==> config.mk <==
export PLATFORM = sky130hd
export DESIGN_NAME = ship_collision_monitor
export DESIGN_NICKNAME = d
export VERILOG_FILES = /design/src/rtl/asteroids_pkg.sv /design/src/rtl/ship_collision_monitor_box_hit_test.sv /design/src/rtl/ship_collision_monitor.sv
export SDC_FILE = /design/constraint.sdc
export NUM_CORES = 1
export LEC_CHECK = 0
export CAP_MARGIN = 10
export CORE_ASPECT_RATIO = 0.5
export CORE_MARGIN = 1
export CORE_UTILIZATION = 25
export CTS_CLUSTER_DIAMETER = 30
export CTS_CLUSTER_SIZE = 8
export DETAILED_ROUTE_END_ITERATION = 16
export PLACE_DENSITY_LB_ADDON = 0.1
export SETUP_SLACK_MARGIN = 0.1
export SLEW_MARGIN = 20
export SYNTH_ARGS = -nofsm -noshare
export SYNTH_HDL_FRONTEND = slang
export SYNTH_SLANG_ARGS = --single-unit
==> constraint.sdc <==
create_clock -name clk -period 6.55 [get_ports clk]
set_clock_uncertainty 0.1 [all_clocks]
set_input_delay 0.9825 -clock clk [delete_from_list [all_inputs] [get_ports clk]]
set_output_delay 0.9825 -clock clk [all_outputs]
set_load 0.01 [all_outputs]
==> src/rtl/asteroids_pkg.sv <==
// -----------------------------------------------------------------------------
// asteroids_pkg
// Shared definitions for the asteroid game datapath blocks:
//   - asteroid slot count and screen coordinate widths
//   - game state encoding used by the collision monitor
//   - slot-extract helpers for the packed per-slot coordinate/flag buses,
//     shared with the bullet and graphics blocks
// No ports (package).
// -----------------------------------------------------------------------------
package asteroids_pkg;

    localparam int NUM_AST = 8;
    localparam int X_W     = 8;
    localparam int Y_W     = 7;
    localparam int IDX_W   = (NUM_AST > 1) ? $clog2(NUM_AST) : 1;

    typedef enum logic [2:0] {
        ST_IDLE   = 3'd0,
        ST_SCAN   = 3'd1,
        ST_HIT    = 3'd2,
        ST_INVULN = 3'd3,
        ST_OVER   = 3'd4
    } game_state_e;

    // Slot i occupies field i of the packed bus, slot 0 in the LSBs.
    function automatic logic [X_W-1:0] slot_x(input logic [NUM_AST*X_W-1:0] bus,
                                              input logic [IDX_W-1:0]       slot);
        return bus[int'(slot)*X_W +: X_W];
    endfunction

    function automatic logic [Y_W-1:0] slot_y(input logic [NUM_AST*Y_W-1:0] bus,
                                              input logic [IDX_W-1:0]       slot);
        return bus[int'(slot)*Y_W +: Y_W];
    endfunction

    function automatic logic slot_flag(input logic [NUM_AST-1:0] flags,
                                       input logic [IDX_W-1:0]   slot);
        return flags[slot];
    endfunction

endpackage

==> src/rtl/ship_collision_monitor_box_hit_test.sv <==
// -----------------------------------------------------------------------------
// box_hit_test
// Combinational bounding-box overlap test between one asteroid and the ship.
// Ports:
//   ax, ay   asteroid position
//   sx, sy   ship position
//   active   asteroid slot valid flag; an inactive slot never hits
//   radius   half-size of the square hit box (inclusive)
//   hit      1 when active and both |ax-sx| and |ay-sy| are <= radius
// -----------------------------------------------------------------------------
module box_hit_test #(
    parameter int X_W = 8,
    parameter int Y_W = 7,
    parameter int R_W = 8
) (
    input  logic [X_W-1:0] ax,
    input  logic [Y_W-1:0] ay,
    input  logic [X_W-1:0] sx,
    input  logic [Y_W-1:0] sy,
    input  logic           active,
    input  logic [R_W-1:0] radius,
    output logic           hit
);

    localparam int XY_W  = ((X_W > Y_W) ? X_W : Y_W) + 1;
    localparam int CMP_W = (XY_W > R_W) ? XY_W : R_W;

    // One extra bit makes the difference exact; no screen wrap is applied,
    // so objects on opposite edges are far apart.
    logic signed [X_W:0] dx;
    logic signed [Y_W:0] dy;
    logic        [X_W:0] dx_mag;
    logic        [Y_W:0] dy_mag;

    always_comb begin
        dx     = $signed({1'b0, ax}) - $signed({1'b0, sx});
        dy     = $signed({1'b0, ay}) - $signed({1'b0, sy});
        dx_mag = dx[X_W] ? $unsigned(-dx) : $unsigned(dx);
        dy_mag = dy[Y_W] ? $unsigned(-dy) : $unsigned(dy);
        hit    = active
              && (CMP_W'(dx_mag) <= CMP_W'(radius))
              && (CMP_W'(dy_mag) <= CMP_W'(radius));
    end

endmodule

==> src/rtl/ship_collision_monitor.sv <==
// -----------------------------------------------------------------------------
// ship_collision_monitor
// Scans the asteroid slots one per cycle against a snapshot of the ship
// position, and on a hit pulses collision, takes a life, and opens an
// invulnerability window; reaching zero lives ends the game.
// Ports:
//   clk, resetn          system clock, asynchronous active-low reset
//   start                begin / restart a game from any state (highest priority)
//   ship_x, ship_y       ship position (snapshotted at the start of each scan)
//   ast_x, ast_y         packed asteroid coordinates, slot i in field i
//   ast_active           per-slot valid flags
//   collision            one-cycle pulse on a ship hit
//   hit_mask             slots involved in the last hit, held until next hit/start
//   lives                remaining lives
//   invulnerable         high during the invulnerability window
//   gameover             high once lives run out
//   scan_done            one-cycle pulse when a scan completes with no hit
// -----------------------------------------------------------------------------
module ship_collision_monitor
    import asteroids_pkg::*;
#(
    parameter int HIT_RADIUS   = 4,
    parameter int INVULN_TICKS = 100000000,
    parameter int START_LIVES  = 3
) (
    input  logic                   clk,
    input  logic                   resetn,
    input  logic                   start,
    input  logic [X_W-1:0]         ship_x,
    input  logic [Y_W-1:0]         ship_y,
    input  logic [NUM_AST*X_W-1:0] ast_x,
    input  logic [NUM_AST*Y_W-1:0] ast_y,
    input  logic [NUM_AST-1:0]     ast_active,
    output logic                   collision,
    output logic [NUM_AST-1:0]     hit_mask,
    output logic [1:0]             lives,
    output logic                   invulnerable,
    output logic                   gameover,
    output logic                   scan_done
);

    localparam int               TMR_W      = (INVULN_TICKS > 1) ? $clog2(INVULN_TICKS) : 1;
    localparam logic [TMR_W-1:0] TMR_LOAD   = TMR_W'(INVULN_TICKS - 1);
    localparam logic [IDX_W-1:0] LAST_IDX   = IDX_W'(NUM_AST - 1);
    localparam logic [1:0]       LIVES_INIT = 2'(START_LIVES);

    function automatic logic [1:0] lives_sat_dec(input logic [1:0] l);
        return (l == 2'd0) ? 2'd0 : l - 2'd1;
    endfunction

    game_state_e        state_q, state_d;
    logic [IDX_W-1:0]   idx_q, idx_d;
    logic [TMR_W-1:0]   timer_q, timer_d;
    logic [1:0]         lives_q, lives_d;
    logic [NUM_AST-1:0] acc_q, acc_d;
    logic [NUM_AST-1:0] hit_mask_q, hit_mask_d;
    logic               collision_q, collision_d;
    logic               scan_done_q, scan_done_d;
    logic               invulnerable_q, invulnerable_d;
    logic               gameover_q, gameover_d;
    logic [X_W-1:0]     sx_q, sx_d;
    logic [Y_W-1:0]     sy_q, sy_d;

    // Slot 0 is tested in the same cycle the snapshot is taken, so it sees
    // the live ship position (which is exactly what gets snapshotted).
    logic [X_W-1:0]     cur_sx;
    logic [Y_W-1:0]     cur_sy;
    logic               slot_hit;
    logic [NUM_AST-1:0] acc_upd;
    logic               scan_last;
    logic [1:0]         lives_dec;

    assign cur_sx    = (idx_q == '0) ? ship_x : sx_q;
    assign cur_sy    = (idx_q == '0) ? ship_y : sy_q;
    assign acc_upd   = acc_q | (NUM_AST'(slot_hit) << idx_q);
    assign scan_last = (idx_q == LAST_IDX);
    assign lives_dec = lives_sat_dec(lives_q);

    box_hit_test #(
        .X_W (X_W),
        .Y_W (Y_W),
        .R_W (X_W)
    ) u_box_hit_test (
        .ax     (slot_x(ast_x, idx_q)),
        .ay     (slot_y(ast_y, idx_q)),
        .sx     (cur_sx),
        .sy     (cur_sy),
        .active (slot_flag(ast_active, idx_q)),
        .radius (X_W'(HIT_RADIUS)),
        .hit    (slot_hit)
    );

    // ---- state register ----
    always_ff @(posedge clk or negedge resetn) begin
        if (!resetn) begin
            state_q        <= ST_IDLE;
            idx_q          <= '0;
            timer_q        <= '0;
            lives_q        <= LIVES_INIT;
            acc_q          <= '0;
            hit_mask_q     <= '0;
            collision_q    <= 1'b0;
            scan_done_q    <= 1'b0;
            invulnerable_q <= 1'b0;
            gameover_q     <= 1'b0;
        end else begin
            state_q        <= state_d;
            idx_q          <= idx_d;
            timer_q        <= timer_d;
            lives_q        <= lives_d;
            acc_q          <= acc_d;
            hit_mask_q     <= hit_mask_d;
            collision_q    <= collision_d;
            scan_done_q    <= scan_done_d;
            invulnerable_q <= invulnerable_d;
            gameover_q     <= gameover_d;
        end
    end

    // Ship snapshot is pure data and is only read after being written.
    always_ff @(posedge clk) begin
        sx_q <= sx_d;
        sy_q <= sy_d;
    end

    // ---- next-state logic ----
    always_comb begin
        state_d = state_q;
        if (start) begin
            state_d = ST_SCAN;
        end else begin
            case (state_q)
                ST_IDLE:   state_d = ST_IDLE;
                ST_SCAN:   if (scan_last && (acc_upd != '0)) state_d = ST_HIT;
                ST_HIT:    state_d = (lives_dec == 2'd0) ? ST_OVER : ST_INVULN;
                ST_INVULN: if (timer_q == '0) state_d = ST_SCAN;
                ST_OVER:   state_d = ST_OVER;
                default:   state_d = ST_IDLE;
            endcase
        end
    end

    // ---- datapath / output logic ----
    always_comb begin
        idx_d       = idx_q;
        timer_d     = timer_q;
        lives_d     = lives_q;
        acc_d       = acc_q;
        hit_mask_d  = hit_mask_q;
        sx_d        = sx_q;
        sy_d        = sy_q;
        collision_d = 1'b0;
        scan_done_d = 1'b0;

        if (start) begin
            idx_d      = '0;
            timer_d    = '0;
            lives_d    = LIVES_INIT;
            acc_d      = '0;
            hit_mask_d = '0;
        end else begin
            case (state_q)
                ST_SCAN: begin
                    if (idx_q == '0) begin
                        sx_d = ship_x;
                        sy_d = ship_y;
                    end
                    if (scan_last) begin
                        idx_d = '0;
                        if (acc_upd != '0) begin
                            acc_d = acc_upd;
                        end else begin
                            acc_d       = '0;
                            scan_done_d = 1'b1;
                        end
                    end else begin
                        idx_d = idx_q + 1'b1;
                        acc_d = acc_upd;
                    end
                end
                ST_HIT: begin
                    // Any number of slots in one scan costs a single life.
                    collision_d = 1'b1;
                    hit_mask_d  = acc_q;
                    lives_d     = lives_dec;
                    if (lives_dec != 2'd0) timer_d = TMR_LOAD;
                end
                ST_INVULN: begin
                    if (timer_q == '0) begin
                        acc_d = '0;
                        idx_d = '0;
                    end else begin
                        timer_d = timer_q - 1'b1;
                    end
                end
                default: ;
            endcase
        end

        invulnerable_d = (state_d == ST_INVULN);
        gameover_d     = (state_d == ST_OVER);
    end

    assign collision    = collision_q;
    assign hit_mask     = hit_mask_q;
    assign lives        = lives_q;
    assign invulnerable = invulnerable_q;
    assign gameover     = gameover_q;
    assign scan_done    = scan_done_q;

endmodule
**Yosys cells after proc, flatten, opt, wreduce, memory -nomap -nowiden**

Cells that the tools add are included.

- Word-level logic and storage cells: 88
- Output and inout bits: 14
- Flip-flop bits (word level): 70

- $add $sub $neg: 7
- Shift-type cells: 3
- Equal/unequal tests: 10
- $mul: 1
- Muxes and demuxes: 35
- Bitwise gates (word level): 2
- Reductions and logical operators: 15
- Magnitude comparators: 3

Operators by type and width:

| kind | number |
|---|---|
| 2-to-1 mux 27 bit | 3 |
| 2-to-1 mux 8 bit | 8 |
| variable part select 64 x 7 -> 8 bit | 1 |
| variable part select 56 x 7 -> 7 bit | 1 |
| case mux 27 bit (2 select lines) | 1 |
| logical NOT 27 bit | 1 |
| subtractor 27 x 1 -> 27 bit, second input constant | 1 |
| 2-to-1 mux 3 bit | 7 |
| case mux 8 bit (2 select lines) | 1 |
| case mux 3 bit (4 select lines) | 1 |
| equality test 3 x 2 -> 1 bit, second input constant | 3 |
| equality test 3 bit, second input constant | 3 |
| less-or-equal comparator 9 x 3 -> 1 bit, second input constant | 1 |
| 2-to-1 mux 9 bit | 1 |
| inequality test 3 bit, second input constant | 3 |
| negator 9 bit | 1 |
| subtractor 8 x 8 -> 9 bit | 1 |
| less-or-equal comparator 8 x 3 -> 1 bit, second input constant | 1 |
| negator 8 bit | 1 |
| bitwise OR 8 bit | 1 |
| nonzero test 8 bit | 1 |
| << shifter 1 x 3 -> 8 bit | 1 |
| subtractor 7 x 7 -> 8 bit | 1 |
| 2-to-1 mux 1 bit | 7 |
| other kinds (17) | 25 |

**Depth between registers and ports, before layout**

- Depth after elaboration: 16
- Gate-level depth with buffers: 21
- Depth with buffers taken out: 16

**By module**

From an unflattened synthesis, not the netlist that was laid out.

- Cells, all modules: 570
- Area total of the unflattened synthesis: 5684.2 um^2

By module, submodules not included:

| module | times used | sequential area each (um^2) | cells each | area each (um^2) |
|---|---|---|---|---|
| ship_collision_monitor | 1 | 1829.3 | 400 | 4404.2 |
| box_hit_test | 1 | 0.0 | 170 | 1280.0 |

**Worst setup path before layout**

OpenSTA, ideal clock, no wires.

- Path kind: register to register
- From: register idx_q[0]
- To: register acc_q[6]
- Required time: 6347 ps
- Stages on the path, launching flop included: 21
- Clock period less this slack: 4973 ps
- Setup time: 103 ps
- Setup slack: 1577 ps
- Path buffers: 6
- Arrival time: 4770 ps
- Cell sequence: dfrtp_1 > buf_4 > buf_4 > buf_1 > inv_1 > ha_1 > nor2b_1 > buf_2 > buf_1 > mux2i_1 > ha_1 > nand3b_1 > nand2_1 > xnor2_1 > or3b_2 > a211o_1 > o211a_1 > o32ai_1 > o2111ai_2 > buf_4 > o41ai_2

- Cells in the longest elaborated chain, start to end: 15

RTL lines:

| element | RTL line | source |
|---|---|---|
| from (decl) | ship_collision_monitor.sv:52 | `logic [IDX_W-1:0] idx_q, idx_d;` |
| from (signal assigned) | ship_collision_monitor.sv:108 | `idx_q <= idx_d;` |
| branches (longest 12 deep; another with subtractor 7 x 7 -> 8 bit) | - |  |
| 2-to-1 mux 8 bit * | ship_collision_monitor.sv:168 | `if (scan_last) begin` |
| case mux 8 bit (2 select lines) * | ship_collision_monitor.sv:162 | `case (state_q)` |
| 2-to-1 mux 8 bit * | ship_collision_monitor.sv:155 | `if (start) begin` |
| to (signal assigned) | ship_collision_monitor.sv:100 | `acc_q <= '0;` |
| to (signal assigned) | ship_collision_monitor.sv:111 | `acc_q <= acc_d;` |
| to (decl) | ship_collision_monitor.sv:55 | `logic [NUM_AST-1:0] acc_q, acc_d;` |

Mark *: on every way between the ends. The select of a mux whose other input is x is not followed.
A chain may end at the register's enable or synchronous reset.

**Worst setup path after layout**

- From: register idx_q[0]
- To: register acc_q[2]

The elaborated chain is that of the path after synthesis.

==> summary.txt <==
Clocking
  – Clock Path Buffers: 2
  – CTS tree: yes
  – Post_cts resized: 0
  – Clk sinks: 70
  – Cts hold-fix bufs: 0
  – Clock transition at the registers of the reported paths: 60 ps
  – Clk_lat worst skew: 340 ps
  – CTS HTree Levels: 3
  – Post-CTS setup buffer count: 0
  – Num CTS Buffers: 9
  – Root Driver: clkbuf_16

STA
  – Final Hold Violating Endpoints: 0
  – Tmin final: 5260 ps
  – Sum Neg Setup Slack: 0 ps
  – Setup Viol. Count Final: 0
  – Least-Margin Pin Slew: 859.5 ps
  – Pins over their slew limit: 0
  – Fmax: 0.1901 GHz
  – RSZ-0062 raised after global routing: no
  – Crit share post-route: 80.30%
  – Relative slew slack: 42.35%

Placement
  – Post-DP HPWL: 12,760 um
  – DP Cell Count: 946
  – Placed Area: 0.007171 mm2
  – Placer Congestion: 0.7976
  – IO buf count: 159

Synthesis
  – Cell variety after synth: 69
  – Mapped Nets: 702
  – Top cell type's share of synthesized area: 24.90%
  – Synth area leaders: dfrtp_1 25%, mux4_2 12%, edfxtp_1 8.5%
  – Synth Flop Type: dfrtp_1
  – Sequential area share after synthesis: 34.34%
  – Cell taking the most area after synthesis: dfrtp_1
  – FF+latch count, synth: 70
  – Synthesized area: 0.005326 mm2
  – Syn. warnings: 0
  – Post-synth EDFFs: 15
  – Mean Syn Cell Area: 9.937 um2
  – Share of flip-flops with an asynchronous set or reset: 78.57%
  – Gate Count Post-Synth: 536

Global route
  – Total track usage: 15.81%
  – Initial antenna violation count: 0
  – Vias in the first global route: 4,753
  – Largest net degree at the start of global routing: 56
  – Global-route wire length before repair: 27,060 um
  – Total gr overflow: 0

Setup path
  – Worst-path maximum fanout: 43
  – Critical Path Start Type: register
  – Data arrival, critical path: 5390 ps
  – Crit Path Class: register to register
  – Crit path required time: 6680 ps
  – Crit end category: register

Routing
  – Pre-antenna DRT Iters: 4
  – Routed Antenna Nets: 0
  – Residual DRC: 0
  – Detailed Route WL: 16,830 um
  – Via Count: 4,701
  – Drt wl/cell: 17.49 um
  – First DRT Iteration DRCs: 217
  – Routed vias/inst: 4.887

Floorplan
  – # IOs: 160
  – Std-Cell Core Area: 0.02069 mm2
  – Die width: 208.4 um
  – Die area: 0.02193 mm2
  – Row count: 37
  – Die Ht: 105.2 um
  – Initial core utilization: 25.74%

Flow run
  – Max-cap violations: 0

Power and ir drop
  – Comb power frac: 42.8%
  – Pwr per Cell Area: 219.0 mW/mm2
  – Static Leak: 2.961 nW
  – P_sw: 567.3 uW
  – Sequential power share: 29.7%
  – Internal: 1.060 mW
  – Clk network pwr share: 27.5%
  – Switching power share of the total: 34.86%
  – Total power: 1.627 mW
  – Worst-case vdd ir drop: 0.1362 mV

Layout
  – Nets@finish: 850
  – Final cell count without fillers: 962
  – Antenna Cells: 0
  – Fin area: 0.007430 mm2
  – Layout cell share with drive strength beyond 1: 11.90%
  – Area growth, synth to finish: 39.49%
  – Final core utilization: 35.90%

Outcome
  – Status: finished clean

Hold path
  – Hold Path Class: register to register
==> synth_stat cells, types with 5 or more instances <==
cell / instances
a211o_1: 7
buf_4: 7
a21oi_1: 34
nor3_1: 18
ha_1: 18
nor2b_1: 7
nand2_1: 57
nor3b_1: 5
xnor2_1: 12
o21ai_0: 25
clkbuf_1: 12
mux2i_1: 23
nor2_1: 34
dfrtp_1: 53
inv_1: 25
and2_1: 7
a31oi_1: 6
or3_1: 7
mux4_2: 28
nand2b_1: 6
edfxtp_1: 15
or4_1: 6
nand3_1: 10
nor4_1: 8
mux2_2: 15
buf_1: 6
a21o_1: 10
==> cell families (layout without fill, tap and decap cells) <==
| logic type | Yosys count | count (layout) | share of synthesized area [%] |
|---|---|---|---|
| AO/OA/AOI/OAI | 125 | 125 | 16.40 |
| XOR/XNOR | 17 | 17 | 2.936 |
| adder cells (fa/ha/maj) | 20 | 20 | 4.980 |
| buffers and inverters | 56 | 209 | 4.533 |
| flip-flops | 70 | 70 | 34.34 |
| multiplexers | 68 | 68 | 19.90 |
| AND/OR/NAND/NOR | 180 | 180 | 16.91 |
==> power by group through the flow <==
stage / Clock [mW] / Combinational [mW] / Sequential [mW]
after global routing: 0.481 / 0.774 / 0.486
after detailed placement: 0 / 0.695 / 0.492
after global placement: 0 / 0.694 / 0.491
after CTS: 0.467 / 0.699 / 0.484
final: 0.447 / 0.696 / 0.484
after floorplan: 0 / 0.485 / 0.489
==> path summary, 6_finish.rpt <==
| path | startpoint | to | slack (ps) | cells past startpoint |
|---|---|---|---|---|
| max in group asynchronous | resetn | idx_q[0]$_DFFE_PN0P_ | 5120 | 2 |
| worst min register to register | acc_q[5]$_DFFE_PN0P_ | acc_q[5]$_DFFE_PN0P_ | 400 | 2 |
| worst max-delay path | idx_q[0]$_DFFE_PN0P_ | acc_q[2]$_DFFE_PN0P_ | 1290 | 14 |
| min in group asynchronous | resetn | collision$_DFF_PN0_ | 670 | 2 |
| worst min-delay path | acc_q[5]$_DFFE_PN0P_ | acc_q[5]$_DFFE_PN0P_ | 400 | 2 |
| worst max register to register | idx_q[0]$_DFFE_PN0P_ | acc_q[2]$_DFFE_PN0P_ | 1290 | 14 |
==> worst max-delay path: stages (launching register included) <==
cell and delay, ps:
dfrtp_2 350, buf_4 600, mux4_2 590, mux2i_1 290, ha_1 240, inv_1 50, fa_1 390, xnor2_1 350
nand3_1 190, nand2b_1 170, a2111oi_0 450, a41oi_1 90, nor4b_1 390, o2111ai_2 430, o41ai_1 430
==> metrics by stage <==
stage	worst slack (ps)	hold slack [ps]
2_1_floorplan	1577	358.1
3_3_place_gp	1067	385.6
3_5_place_dp	1063	388.1
4_1_cts	1269	402.6
5_1_grt	817.5	434.5
6_report	1290	404.2
==> state kept, by name, indices dropped and copies added, names as in the netlist, 2 cells and up <==
signal and count:
hit_mask 8, idx_q 3, sx_q 8, lives 2, sy_q 7, state_q 3
timer_q 27, acc_q 8
==> cell type report <==
cell class | count | area [um2]
fill | 2069 | 13260
multi-input combinational | 410 | 3258
sequential | 70 | 1831
timing repair buffer | 166 | 1639
tap | 273 | 341.6
clock buffer | 12 | 236.5
inverter | 27 | 101.3
clock inverter | 4 | 22.52
==> per-layer routing <==
| layer | vias up | global-route usage [%] | wire length [um] |
|---|---|---|---|
| met3 | 12 | 3.069 | 443 |
| met2 | 56 | 25.27 | 7785 |
| met4 | 0 | 3.175 | 164 |
| met1 | 2314 | 22.15 | 8433 |
| met5 | - | 0 | 0 |
| li1 | 2319 | - | - |
==> cell usage in the layout (no fill, tap or decap), types with 3 or more instances in the layout <==
| cell type | synthesis | routed |
|---|---|---|
| clkbuf_16 | 0 | 9 |
| clkdlybuf4s50_1 | 0 | 158 |
| a22o_1 | 4 | 4 |
| or3_1 | 7 | 7 |
| or2_2 | 3 | 3 |
| mux2_2 | 15 | 15 |
| o41ai_2 | 3 | 3 |
| o21ai_1 | 4 | 4 |
| nor4_1 | 8 | 8 |
| and4_1 | 3 | 3 |
| xor2_1 | 4 | 4 |
| o21ai_0 | 25 | 25 |
| nand2_1 | 57 | 57 |
| inv_1 | 25 | 25 |
| buf_4 | 7 | 7 |
| nand2b_1 | 6 | 6 |
| a41oi_1 | 3 | 3 |
| and2_1 | 7 | 7 |
| a31oi_1 | 6 | 6 |
| mux2i_1 | 23 | 23 |
| edfxtp_1 | 15 | 15 |
| xnor2_1 | 12 | 12 |
| nor3_1 | 18 | 18 |
| a2111oi_0 | 4 | 4 |
| ha_1 | 18 | 18 |
| clkbuf_1 | 12 | 3 |
| a21oi_1 | 34 | 34 |
| or4_1 | 6 | 6 |
| nor3b_1 | 5 | 5 |
| nor2b_1 | 7 | 6 |
| nor2_1 | 34 | 34 |
| mux4_2 | 28 | 28 |
| a211o_1 | 7 | 7 |
| a21o_1 | 10 | 10 |
| dfrtp_1 | 53 | 52 |
| o32ai_1 | 3 | 3 |
| nand3_1 | 10 | 10 |
Power figures use the tool's default switching activity.
